--- src/rtl/rx_arbiter.sv ---
// Four-channel receive arbiter: captures bytes on ch_ready rises, presents them
// round-robin on a valid/ready output, and tracks overruns and framing-error events.
`timescale 1ns/1ps

module rx_arbiter #(
    parameter int ERRW = 8
) (
    input  logic            clk,
    input  logic            gl_reset_n,
    input  logic [31:0]     ch_data,
    input  logic [3:0]      ch_ready,
    input  logic [3:0]      ch_error,
    output logic            out_valid,
    input  logic            out_ready,
    output logic [7:0]      out_data,
    output logic [1:0]      out_chan,
    output logic [3:0]      overrun,
    output logic [ERRW-1:0] err_count,
    input  logic            clr
);

    typedef enum logic {
        IDLE    = 1'b0,
        PRESENT = 1'b1
    } state_t;

    state_t          state;
    state_t          state_next;

    logic [3:0]      prev_rdy;
    logic [3:0]      prev_err;
    logic [3:0]      rdy_rise;
    logic [3:0]      err_rise;
    logic [3:0]      pend;
    logic [3:0]      pend_next;
    logic [3:0]      granted_mask;
    logic [3:0]      ovr_set;
    logic [7:0]      hold [4];
    logic [1:0]      last_grant;
    logic [1:0]      sel;
    logic [1:0]      cand;
    logic            found;
    logic            grant;
    logic [2:0]      err_rises;
    logic [ERRW+2:0] err_sum;
    logic [ERRW-1:0] err_next;

    assign rdy_rise = ch_ready & ~prev_rdy;
    assign err_rise = ch_error & ~prev_err;

    // Round-robin pick: first pending channel after last_grant, wrapping mod 4.
    always_comb begin
        // NOTE: every variable driven here gets a default first, so no path can infer a latch.
        sel   = last_grant;
        cand  = '0;
        found = 1'b0;
        for (int k = 1; k <= 4; k++) begin
            cand = last_grant + 2'(k);
            if (!found && pend[cand]) begin
                sel   = cand;
                found = 1'b1;
            end
        end
    end

    always_comb begin
        state_next = state;
        grant      = 1'b0;
        case (state)
            IDLE: begin
                if (|pend) begin
                    grant      = 1'b1;
                    state_next = PRESENT;
                end
            end
            PRESENT: begin
                if (out_ready) begin
                    if (|pend) grant = 1'b1;
                    else       state_next = IDLE;
                end
            end
            default: state_next = IDLE;
        endcase
    end

    // A channel granted on the edge it recaptures keeps pend and does not overrun.
    always_comb begin
        granted_mask = grant ? (4'b0001 << sel) : 4'b0000;
        pend_next    = (pend & ~granted_mask) | rdy_rise;
        ovr_set      = rdy_rise & pend & ~granted_mask;
    end

    always_comb begin
        err_rises = 3'(err_rise[0]) + 3'(err_rise[1]) + 3'(err_rise[2]) + 3'(err_rise[3]);
        err_sum   = {3'b000, err_count} + {{ERRW{1'b0}}, err_rises};
        if (err_sum > {3'b000, {ERRW{1'b1}}}) err_next = '1;
        else                                   err_next = err_sum[ERRW-1:0];
    end

    always_ff @(posedge clk or negedge gl_reset_n) begin
        // NOTE: sequential state uses non-blocking assignments so every register samples pre-edge values.
        if (!gl_reset_n) state <= IDLE;
        else             state <= state_next;
    end

    assign out_valid = (state == PRESENT);

    always_ff @(posedge clk or negedge gl_reset_n) begin
        if (!gl_reset_n) begin
            // NOTE: the small hold array is reset on purpose so no stale byte can leak after reset.
            for (int i = 0; i < 4; i++) hold[i] <= '0;
            prev_rdy   <= 4'b1111;
            prev_err   <= 4'b1111;
            pend       <= '0;
            overrun    <= '0;
            err_count  <= '0;
            last_grant <= 2'd3;
            out_data   <= '0;
            out_chan   <= '0;
        end else begin
            prev_rdy <= ch_ready;
            prev_err <= ch_error;
            pend     <= pend_next;
            for (int i = 0; i < 4; i++) begin
                if (rdy_rise[i]) hold[i] <= ch_data[8*i +: 8];
            end
            if (grant) begin
                out_data   <= hold[sel];
                out_chan   <= sel;
                last_grant <= sel;
            end
            if (clr) begin
                overrun   <= '0;
                err_count <= '0;
            end else begin
                overrun   <= overrun | ovr_set;
                err_count <= err_next;
            end
        end
    end

endmodule

--- config.mk ---
export PLATFORM = sky130hd
export DESIGN_NAME = rx_arbiter
export DESIGN_NICKNAME = d
export VERILOG_FILES = /design/src/rtl/rx_arbiter.sv
export SDC_FILE = /design/constraint.sdc
export NUM_CORES = 1
export LEC_CHECK = 0
export ABC_AREA = 1
export BUFFER_PORTS_ARGS = -buffer_cell sky130_fd_sc_hd__buf_2
export CAP_MARGIN = 10
export CORE_UTILIZATION = 53
export CTS_BUF_LIST = sky130_fd_sc_hd__clkbuf_8
export DETAILED_ROUTE_END_ITERATION = 12
export PLACE_DENSITY = 0.77
export SYNTH_ARGS = -nofsm -noshare
export SYNTH_HDL_FRONTEND = slang
export SYNTH_SLANG_ARGS = --single-unit
--- constraint.sdc ---
create_clock -name clk -period 6.75 [get_ports clk]
set_clock_uncertainty 0.05 [all_clocks]
set_input_delay 0.675 -clock clk [delete_from_list [all_inputs] [get_ports clk]]
set_output_delay 0.675 -clock clk [all_outputs]
set_load 0.01 [all_outputs]
Word-level counts from Yosys, hierarchy flattened --
Cells that the tools add are included.
Operators by class: reduce and logical (&&, ||, !) cells 7, bitwise gates (word level) 12, shift-type cells 1, muxes and demuxes 27, add/subtract/negate cells 7, magnitude comparators 6
Operators by type and width (number):
- 8-bit two-way mux | 4
- 4-bit bitwise AND | 5
- 8-bit binary-select mux with 2-bit select | 1
- 2-bit by 3-bit less-than comparator with 1-bit output (second input constant) | 4
- 4-bit NOT | 3
- 1-bit two-way mux | 10
- 8-bit by 3-bit adder with 9-bit output | 1
- 9-bit by 8-bit greater-than comparator with 1-bit output (second input constant) | 1
- 1-bit binary-select mux with 2-bit select | 4
- 2-bit two-way mux | 4
- 4-bit two-way mux | 2
- 4-bit OR | 2
- 2-bit adder (second input constant) | 2
- 1-bit case mux with 2 select lines | 2
- 4-bit OR reduction | 1
- 1-bit by 2-bit left shift with 4-bit output (first input constant) | 1
- 2-bit by 1-bit adder with 3-bit output | 1
- 3-bit by 1-bit adder with 3-bit output | 1
- 3-bit >= comparator (second input constant) | 1
- 1-bit logical AND | 3
- 1-bit logical NOT | 3
- 2-bit NOT with 3-bit output | 1
- 1-bit by 1-bit adder with 2-bit output | 1
- 2-bit by 1-bit adder with 2-bit output (second input constant) | 1
- 1-bit NOT | 1
Word-level totals: logic and storage cells 73, register bits 69, output and inout bits 23, input bits 44

Logic depth before layout (Yosys ltp) --
Gate-level depths: netlist (run 1).
word-level depth 19, gate-level depth with buffers 16, mapped depth without buffers 15

Worst setup path before layout (run 1) --
No wires, ideal clock.
kind input -> register, start point input port ch_error[0], end point register err_count[5], required time 6637 ps, stages 10, setup time 63 ps, arrival 2679 ps, path buffers 0, setup slack 3958 ps, cell sequence nand2_1 > fa_1 > fa_1 > inv_1 > fa_1 > nand3_1 > nor4_1 > nand2_1 > a21o_1 > inv_1
On the way: longest elaborated chain between the ends 8
Ends and longest elaborated chain:
- start, declared | line 12 | input logic [3:0] ch_error,
- 4-bit bitwise AND * | line 49 | assign err_rise = ch_error & ~prev_err;
- 1-bit by 1-bit adder with 2-bit output * | line 94 | err_rises = 3'(err_rise[0]) + 3'(err_rise[1]) + 3'(err_rise[2]) + 3'(err_rise[3]);
- 2-bit by 1-bit adder with 3-bit output * | line 94
- 3-bit by 1-bit adder with 3-bit output * | line 94
- 8-bit by 3-bit adder with 9-bit output * | line 95 | err_sum = {3'b000, err_count} + {{ERRW{1'b0}}, err_rises};
- 9-bit by 8-bit greater-than comparator with 1-bit output | line 96 | if (err_sum > {3'b000, {ERRW{1'b1}}}) err_next = '1;
- 8-bit two-way mux * | line 96
- 8-bit two-way mux * | line 132 | if (clr) begin
- end signal, assigned | line 137 | err_count <= err_next;
- end, declared | line 18 | output logic [ERRW-1:0] err_count,
Every way passes the cells marked *; elsewhere a longest branch is shown, timed or not. A chain may end at the register's enable or synchronous reset.

Worst setup path in the final report (run 1) --
start point register prev_err[0], end point register err_count[5]
On the way: longest elaborated chain between the ends 9
Ends and longest elaborated chain:
- start, declared | line 31 | logic [3:0] prev_err;
- start signal, assigned | line 122 | prev_err <= ch_error;
- 4-bit NOT * | line 49
- 4-bit bitwise AND * | line 49
- 1-bit by 1-bit adder with 2-bit output * | line 94
- 2-bit by 1-bit adder with 3-bit output * | line 94
- 3-bit by 1-bit adder with 3-bit output * | line 94
- 8-bit by 3-bit adder with 9-bit output * | line 95
- 9-bit by 8-bit greater-than comparator with 1-bit output | line 96
- 8-bit two-way mux * | line 96
- 8-bit two-way mux * | line 132
Marked as above.

==> out/summary.txt, run 1 <==
clk sink count = 69
most frequent cells in the layout = 102 x nand2_1, 66 x buf_2, 59 x dfrtp_1
Hold WS = 0.385 ns
final setup fails = 0
Combinational Power Share = 51.4%
post-CTS setup buffer count = 0
global-route wire length before repair = 11,000 um
Critical R2R Launch = prev_err[0]$_DFF_PN1_
synthesized cell area = 3360 um2
Final Critical Period = 2.85 ns
initial antenna violation count = 0
syn avg cell area = 9.22 um2
# rows = 28
worst reg2reg endpoint = err_count[5]$_DFF_PN0_
total negative slack = 0 ns
number of remaining DRC errors = 0
most common cell after layout, fill and taps aside = nand2_1
critical path fanouts, max = 7
area delta synth->final = 16.2%
Final Hold Vio Count = 0
synthesis warning total = 0
Synth Instances = 365
DRC marker count from the first detailed-route iteration = 156
post-CTS sizing = 0
nets = 482
max cap viols = 0
final period utilization = 42.2%
routability congestion estimate = 0.837
Worst-path clk slew = 0.07 ns
count of state elements after synthesis = 69
Detailed Routing Iterations Pass 1 = 5
gr usage total = 22.0%
post-cts hold buffer count = 0
status = finished clean
critical path class = reg2reg
leakage = 2.10 nW
Clock Power Share = 17.4%
Synth cell types = 35
Placeable Area = 6030 um2
Worst EP arrival = 3.08 ns
pin count of the biggest net entering global routing = 70
Worst setup EP type = flip-flop
layout cell share with drive strength beyond 1 = 31.4%
Flop pwr share = 31.3%
WL final = 6720 um
post-synthesis sequential area ratio = 51.7%
die width = 81.7 um
crit start category = flip-flop
RSZ-0062 raised after global routing = no
die footprint = 6670 um2
pwr dens = 472 nW/um2
H-tree depth = 3
Inserted Diodes = 0
CP startpoint = prev_err[0]$_DFF_PN1_
Switching Share = 45.7%
I/O pin count = 67
Most used DFF post-synth = dfrtp_1
grt total ovfl = 0
IR drop worst, VDD = 0.261 mV
Final Max Tran Viols = 0
Worst R2R Setup Slack = 3.90 ns
Net Switching = 0.000843 W
fmax = 0.351 GHz
Tightest Pin Transition = 0.855 ns
DR WL/cell = 13.1 um
Post-synth EDFFs = 0
R2R depth = 11
latest clock arrival within the worst-skew pair = 0.34 ns
Slew HR = 43.0%
Clock Tree Buf Depth = 2
CTS tree = done
detailed placement HPWL = 4820 um
critical path required time = 6.99 ns
filler cell count = 530
syn_nets = 413
vias after detailed routing = 2,596
asr flop ratio synth = 100%
CP Capture Point = err_count[5]$_DFF_PN0_
Starting Density = 55.8%
worst hold path class = in2reg
Internal = 0.00100 W
port bufs = 66
Via density = 5.05
antenna-violating nets left = 0
clock root cell = clkbuf_8
die span in y = 81.7 um
TritonCTS Buffers = 9
total power = 0.00184 W
vias in the first global route = 2,465
## Yosys cell counts (2+ instances only)
| master | number | area, um2 |
|---|---|---|
| a21oi_1 | 25 | 125 |
| buf_6 | 3 | 33.8 |
| clkbuf_1 | 4 | 15.0 |
| dfrtp_1 | 59 | 1480 |
| dfstp_2 | 10 | 263 |
| fa_1 | 3 | 60.1 |
| inv_1 | 40 | 150 |
| inv_2 | 2 | 7.51 |
| mux2_2 | 20 | 225 |
| nand2_1 | 102 | 383 |
| nand2_2 | 14 | 87.6 |
| nand2_4 | 4 | 45.0 |
| nand3_1 | 28 | 140 |
| nand3_2 | 2 | 20.0 |
| nand3b_1 | 4 | 30.0 |
| nand4_1 | 2 | 12.5 |
| nor2_1 | 19 | 71.3 |
| o21ai_0 | 4 | 20.0 |
| xnor2_1 | 2 | 17.5 |
| xor2_1 | 3 | 26.3 |
## area by class of cell
| class | count | area (um2) | share of cell area (%) |
|---|---|---|---|
| clock inverters | 6 | 50.0 | 1.28 |
| inverters | 43 | 166 | 4.26 |
| clock buffers | 10 | 138 | 3.52 |
| flip-flops and latches | 69 | 1740 | 44.5 |
| repair buffers | 68 | 345 | 8.83 |
| multi-input cells | 243 | 1380 | 35.2 |
| well taps | 75 | 93.8 | 2.40 |
## cell families after synthesis
group | count (synthesis) | share of synthesized area [%]
simple gates | 182 | 25.8
flops | 69 | 51.7
buf+inv | 53 | 7.36
compound gates | 32 | 4.98
mux | 20 | 6.69
xor+xnor | 5 | 1.30
fa+ha+maj | 4 | 2.16
## how the worst min path moves through the flow
stage	start	to	slack, ns	cells past startpoint
floorplan	gl_reset_n	err_count[0]$_DFF_PN0_	0.33	0
global placement	out_data[7]$_DFFE_PN0P_	out_data[7]$_DFFE_PN0P_	0.41	2
detailed placement	out_data[7]$_DFFE_PN0P_	out_data[7]$_DFFE_PN0P_	0.41	2
CTS	ch_ready[1]	prev_rdy[1]$_DFF_PN1_	0.38	1
global route	ch_ready[1]	prev_rdy[1]$_DFF_PN1_	0.37	1
finish	ch_ready[1]	prev_rdy[1]$_DFF_PN1_	0.38	1
## stage by stage
stage / setup WS [ns] / util, % / std cells / cell area, um2
3_3_place_gp: 3.73 / 61.8 / 498 / 3720
6_report: 3.90 / 64.9 / 514 / 3910
3_5_place_dp: 3.63 / 61.8 / 498 / 3720
2_1_floorplan: 3.96 / - / 365 / 3360
5_1_grt: 3.63 / 64.9 / 514 / 3910
4_1_cts: 3.90 / 64.9 / 514 / 3910
## routing by layer
metal,global-route usage [%],up-vias,part of all wire [%]
met5,0,-,0
met4,8.25,0,1.6
met3,5.00,10,3.6
met2,35.3,67,48
met1,29.0,1224,46
li1,-,1295,-
## critical path, stage by stage, from the launching register on
cell     delay [ns]
dfstp_2        0.52
inv_1          0.03
nand2_1        0.07
fa_1           0.45
fa_1           0.43
inv_1          0.09
fa_1           0.21
nand3_1        0.13
nor4_1         0.28
nand2_1        0.25
a21o_1         0.23
inv_1          0.04
## sequential cells by signal, indices dropped and copies added (netlist names)
name / cells
prev_err: 4
out_chan: 2
out_data: 8
overrun: 4
pend: 4
hold: 32
out_valid: 1
prev_rdy: 4
last_grant: 2
err_count: 8
## power groups by stage
stage / sequential (W) / combinational (W) / clock (W)
global placement: 0.000580 / 0.000928 / 0
finish: 0.000577 / 0.000948 / 0.000320
global route: 0.000589 / 0.00107 / 0.000342
floorplan: 0.000579 / 0.000801 / 0
CTS: 0.000577 / 0.000952 / 0.000326
detailed placement: 0.000583 / 0.000947 / 0
No activity file was read; power rests on OpenSTA's default activity.
==> run 2: changes to the inputs <==
==> constraint.sdc (replaced) <==
create_clock -name clk -period 2.9 [get_ports clk]
set_clock_uncertainty 0.05 [all_clocks]
set_input_delay 0.29 -clock clk [delete_from_list [all_inputs] [get_ports clk]]
set_output_delay 0.29 -clock clk [all_outputs]
set_load 0.01 [all_outputs]
==> run 2 against run 1 <==
  * Global-route usage grew 1.5 points
  * Routed wire length grew 5.4%
  * Clock power grew 140%
  * Register-to-register slack got worse by 3.7 ns
  * Sequential share of layout area down 1.4 points
  * Critical path type is now in2reg
==> out/summary.txt, run 2 (synthesis gave the netlist of run 1 again) <==
grt total ovfl = 0 (unchanged)
post-CTS setup buffer count = 0 (unchanged)
port bufs = 66 (unchanged)
detailed placement HPWL = 5030 um (+4.5%)
final setup fails = 0 (unchanged)
Worst R2R Setup Slack = 0.23 ns (-3.67 ns)
Metal-1 WL = 3110 um (-0.51%)
Via density = 5.16 (+2.2%)
die width = 81.7 um (unchanged)
RSZ-0062 raised after global routing = no
status = finished clean
latest clock arrival within the worst-skew pair = 0.35 ns (about the same)
total negative slack = 0 ns (unchanged)
initial antenna violation count = 0 (unchanged)
Slew HR = 48.6% (+5.6 points)
detailed-routed wire length on met2 = 3510 um (+8.1%)
DRC marker count from the first detailed-route iteration = 247 (+58%)
clock root cell = clkbuf_8
nets = 491 (+1.9%)
Inserted Diodes = 0 (unchanged)
worst hold path class = in2reg
final non-filler cell total = 523 (+1.8%)
fmax = 0.367 GHz
leakage = 2.15 nW (+2.7%)
Worst EP arrival = 2.97 ns (-0.11 ns)
Largest Register = hold
critical path class = in2reg
Tightest Pin Transition = 0.770 ns (-0.0846 ns)
gr usage total = 23.5% (+1.5 points)
core utilization of the finished layout = 66.9% (+2.1 points)
layout cell share with drive strength beyond 1 = 31.9% (+0.48 points)
max cap viols = 0 (unchanged)
pin count of the biggest net entering global routing = 37 (-47%)
Worst setup EP type = flip-flop
Place WS = 0.0776 ns (-3.55 ns)
global-route wire length before repair = 11,600 um (+4.8%)
Detailed Routing Iterations Pass 1 = 4 (-1)
critical path fanouts, max = 7 (unchanged)
Worst-path clk slew = 0.07 ns (about the same)
pwr dens = 1080 nW/um2 (+130%)
final period utilization = 93.9%
IR drop worst, VDD = 0.859 mV (+230%)
vias after detailed routing = 2,700 (+4.0%)
vias in the first global route = 2,585 (+4.9%)
most common cell after layout, fill and taps aside = nand2_1
max reg flops = 32 (unchanged)
Clock Tree Buf Depth = 2 (unchanged)
routed length on met3 = 258 um (+7.9%)
critical path required time = 3.14 ns (-3.85 ns)
TritonCTS Buffers = 9 (unchanged)
Final Hold Vio Count = 0 (unchanged)
biggest regs = hold x32, err_count x8, out_data x8
CTS tree = done
DR WL/cell = 13.5 um (+3.6%)
die span in y = 81.7 um (unchanged)
number of remaining DRC errors = 0 (unchanged)
most frequent cells in the layout = 101 x nand2_1, 66 x buf_2, 59 x dfrtp_1
H-tree depth = 3 (unchanged)
Final Max Tran Viols = 0 (unchanged)
I/O pin count = 67 (unchanged)
highest metal used = met4
Final Critical Period = 2.72 ns
routability congestion estimate = 0.865 (+3.4%)
Placed Instances = 498 (unchanged)
antenna-violating nets left = 0 (unchanged)
die footprint = 6670 um2 (unchanged)
Starting Density = 55.8% (unchanged)
area delta synth->final = 19.9%
# rows = 28 (unchanged)
clk sink count = 69 (unchanged)
Hold WS = 0.0830 ns (-0.302 ns)
WL final = 7080 um (+5.4%)
crit start category = input pin
setup ws final = 0.178 ns (-3.73 ns)
Placeable Area = 6030 um2 (unchanged)
[run 2: worst max-delay path, stage by stage]
cell	delay [ns]
dlygate4sd3_1	0.53
buf_2	0.13
nand2_1	0.08
fa_1	0.45
fa_1	0.43
inv_1	0.09
fa_1	0.20
nand3_1	0.17
nor4_4	0.21
nand2_2	0.16
a21o_1	0.20
inv_1	0.04
[run 2: area by class of cell]
type | count | area [um2]
Fill cell | 496 | 1990
Sequential cell | 69 | 1740
Multi-Input combinational cell | 243 | 1400
Timing Repair Buffer | 77 | 448
Inverter | 43 | 166
Clock buffer | 10 | 138
Tap cell | 75 | 93.8
Clock inverter | 6 | 53.8
[run 2: metal layers]
| metal | global-route usage (%) | up-vias |
|---|---|---|
| met2 | 37.8 | 61 |
| li1 | - | 1315 |
| met1 | 29.5 | 1306 |
| met5 | 0 | - |
| met4 | 10.5 | 0 |
| met3 | 6.44 | 18 |
[run 2: final timing paths]
check                      cells past startpoint                     from                       to
max                                           12              ch_error[0]   err_count[5]$_DFF_PN0_
min                                            2                out_ready      out_valid$_DFF_PN0_
max reg2reg                                   11    prev_err[0]$_DFF_PN1_   err_count[5]$_DFF_PN0_
min reg2reg                                    2  out_chan[1]$_DFFE_PN0P_  out_chan[1]$_DFFE_PN0P_
max in group asynchronous                      3               gl_reset_n    prev_rdy[3]$_DFF_PN1_
min in group asynchronous                      2               gl_reset_n     hold[31]$_DFFE_PN0P_
[run 2: stage by stage]
step	total power, W	instance area [um2]
final	0.00435	4030
after global routing	0.00473	4030
after CTS	0.00436	4020
after detailed placement	0.00357	3730
after global placement	0.00351	3730
after floorplan	0.00321	3360
[run 2: repair_timing]
action | 4_1_cts | 5_1_grt
endpoints found under the setup margin | 0 | 7
resized for setup | 0 | 3
endpoints found under the hold margin | 36 | 0
hold buffers | 9 | 0
[run 2: power by group]
part	switching, W	leakage (nW)	internal, W
combinational	0.00151	1.24	0.000743
sequential	0.000152	0.808	0.00119
clock	0.000350	0.107	0.000411
==> run 3: changes to the inputs <==
--- a/config.mk
+++ b/config.mk
@@ -8,10 +8,11 @@
 export ABC_AREA = 1
 export BUFFER_PORTS_ARGS = -buffer_cell sky130_fd_sc_hd__buf_2
 export CAP_MARGIN = 10
-export CORE_UTILIZATION = 53
+export CORE_MARGIN = 2
+export CORE_UTILIZATION = 57
 export CTS_BUF_LIST = sky130_fd_sc_hd__clkbuf_8
 export DETAILED_ROUTE_END_ITERATION = 12
-export PLACE_DENSITY = 0.77
+export PLACE_DENSITY = 0.88
 export SYNTH_ARGS = -nofsm -noshare
 export SYNTH_HDL_FRONTEND = slang
 export SYNTH_SLANG_ARGS = --single-unit
==> run 3 against run 2 <==
  * Via count rose by 0.26%
  * Sequential cell count unchanged
  * Sequential power about the same
  * Final cell count is 0.76% lower
  * Maximum frequency is 1.5% lower
==> out/summary.txt, run 3 (synthesis gave the netlist of run 1 again) <==
worst hold path class = in2reg
nets = 490 (-0.20%)
vias in the first global route = 2,748 (+6.3%)
Placeable Area = 5610 um2 (-6.9%)
fmax = 0.362 GHz (-1.5%)
Final Hold Vio Count = 0 (unchanged)
TritonCTS Buffers = 9 (unchanged)
CP max stage delay = 0.54 ns (about the same)
hold depth = 1 (-1)
Slowest-stage cell, CP = dlygate4sd3_1
H-tree depth = 3 (unchanged)
Detailed Routing Iterations Pass 1 = 4 (unchanged)
gr usage total = 25.1% (+1.6 points)
crit start category = input pin
Worst setup EP type = flip-flop
I/O pin count = 67 (unchanged)
detailed placement HPWL = 5090 um (+1.2%)
die width = 80.8 um (-1.0%)
vias after detailed routing = 2,707 (+0.26%)
Multi-input gate area = 1400 um2 (+0.36%)
status = finished clean
pwr dens = 1090 nW/um2 (+1.1%)
critical path required time = 3.15 ns (about the same)
initial antenna violation count = 0 (unchanged)
Placed Instances = 495 (-0.60%)
die footprint = 6530 um2 (-2.1%)
layout cell share with drive strength beyond 1 = 32.0% (+0.071 points)
Clock Tree Buf Depth = 2 (unchanged)
filler cell count = 456 (-8.1%)
WL final = 7640 um (+7.8%)
CP Cell Sequence = dlygate4sd3_1 -> buf_2 -> nand2_1 -> fa_1 -> fa_1 -> inv_1 -> fa_1 -> nand3_2 -> nor4_4 -> nand2_2 -> a21o_1 -> inv_1
biggest regs = hold x32, err_count x8, out_data x8
most common cell after layout, fill and taps aside = nand2_1
DR WL/cell = 14.7 um (+8.7%)
Starting Density = 60.0% (+4.2 points)
CP Buf/Inv Count = 4 (unchanged)
Via density = 5.22 (+1.0%)
Final Critical Period = 2.76 ns (+0.0424 ns)
Tightest Pin Transition = 0.772 ns (+0.00169 ns)
final setup fails = 0 (unchanged)
Inserted Diodes = 0 (unchanged)
Final Max Tran Viols = 0 (unchanged)
max cap viols = 0 (unchanged)
# rows = 27 (-3.6%)
leakage = 2.14 nW (-0.30%)
clk sink count = 69 (unchanged)
most frequent cells in the layout = 101 x nand2_1, 66 x buf_2, 59 x dfrtp_1
pin count of the biggest net entering global routing = 37 (unchanged)
number of remaining DRC errors = 0 (unchanged)
register area = 1740 um2 (unchanged)
R2R depth = 11 (unchanged)
global-route wire length before repair = 12,400 um (+7.2%)
die span in y = 80.8 um (-1.0%)
latest clock arrival within the worst-skew pair = 0.35 ns (about the same)
critical path's top delay family = adder cells
grt total ovfl = 0 (unchanged)
routability congestion estimate = 0.844 (-2.4%)
port bufs = 66 (unchanged)
final period utilization = 95.3% (+1.5 points)
Slew HR = 48.5% (-0.11 points)
max reg flops = 32 (unchanged)
IR drop worst, VDD = 0.979 mV (+14%)
clock root cell = clkbuf_8
critical path fanouts, max = 7 (unchanged)
setup ws final = 0.135 ns (-0.0424 ns)
Worst-path clk slew = 0.08 ns (about the same)
DRC marker count from the first detailed-route iteration = 217 (-12%)
antenna-violating nets left = 0 (unchanged)
CTS tree = done
WP depth = 12 (unchanged)
most frequent CP cell = fa_1
critical path class = in2reg
Worst EP arrival = 3.01 ns (+0.04 ns)
final non-filler cell total = 519 (-0.76%)
Place WS = 0.0545 ns (-0.0230 ns)
Largest Register = hold
area delta synth->final = 19.7%
-- run 3: cell count changes in the layout (fill, tap and decap cells not counted) --
cell,before,now
clkinv_2,4,2
clkinvlp_4,0,1
dlygate4sd3_1,9,8
inv_1,41,42
nand3_1,28,27
nand3_2,2,3
-- run 3: per-layer routing --
metal	track usage, %	up-vias	routed length [um]
met4	11.0	0	126
li1	-	1310	-
met5	0	-	0
met2	43.4	91	4040
met1	30.9	1294	3100
met3	4.33	12	369
-- run 3: final cells by class --
| class | count | share of cell area [%] |
|---|---|---|
| Inverter | 43 | 4.13 |
| Tap cell | 72 | 2.24 |
| Clock inverter | 6 | 1.37 |
| Sequential cell | 69 | 43.2 |
| Multi-Input combinational cell | 243 | 34.8 |
| Timing Repair Buffer | 76 | 10.9 |
| Clock buffer | 10 | 3.42 |
-- run 3: final timing paths --
kind                                          from                       to  slack, ns
max                                    ch_error[2]   err_count[5]$_DFF_PN0_       0.14
min                                    ch_ready[0]    prev_rdy[0]$_DFF_PN1_      0.006
max reg2reg                  prev_err[0]$_DFF_PN1_   err_count[5]$_DFF_PN0_       0.17
min in group asynchronous               gl_reset_n     hold[24]$_DFFE_PN0P_       0.50
max in group asynchronous               gl_reset_n    prev_rdy[2]$_DFF_PN1_       1.58
min reg2reg                out_chan[1]$_DFFE_PN0P_  out_chan[1]$_DFFE_PN0P_       0.43
-- run 3: stage by stage --
| step | power [W] | setup TNS, ns | hold slack (ns) | utilization (%) | instance area (um2) |
|---|---|---|---|---|---|
| floorplan | 0.00321 | 0 | -0.0556 | - | 3360 |
| global placement | 0.00350 | 0 | 0.348 | 66.5 | 3730 |
| detailed placement | 0.00358 | 0 | 0.354 | 66.5 | 3730 |
| CTS | 0.00436 | 0 | 0.00400 | 71.4 | 4000 |
| global route | 0.00474 | -0.0345 | 0.00995 | 71.8 | 4030 |
| finish | 0.00439 | 0 | 0.00569 | 71.8 | 4030 |
-- run 3: timing repair --
item,in CTS,in global routing
endpoints found under the hold margin,25,0
setup buffers,0,0
gates resized for setup,0,4
setup endpoints to repair,0,7
hold buffers,8,0
-- run 3: power by group --
part | total, W | internal, W | switching, W | leakage (nW)
Combinational | 0.00227 | 0.000745 | 0.00153 | 1.23
Clock | 0.000773 | 0.000411 | 0.000362 | 0.105
Sequential | 0.00135 | 0.00119 | 0.000158 | 0.808
Total | 0.00439 | 0.00235 | 0.00205 | 2.14
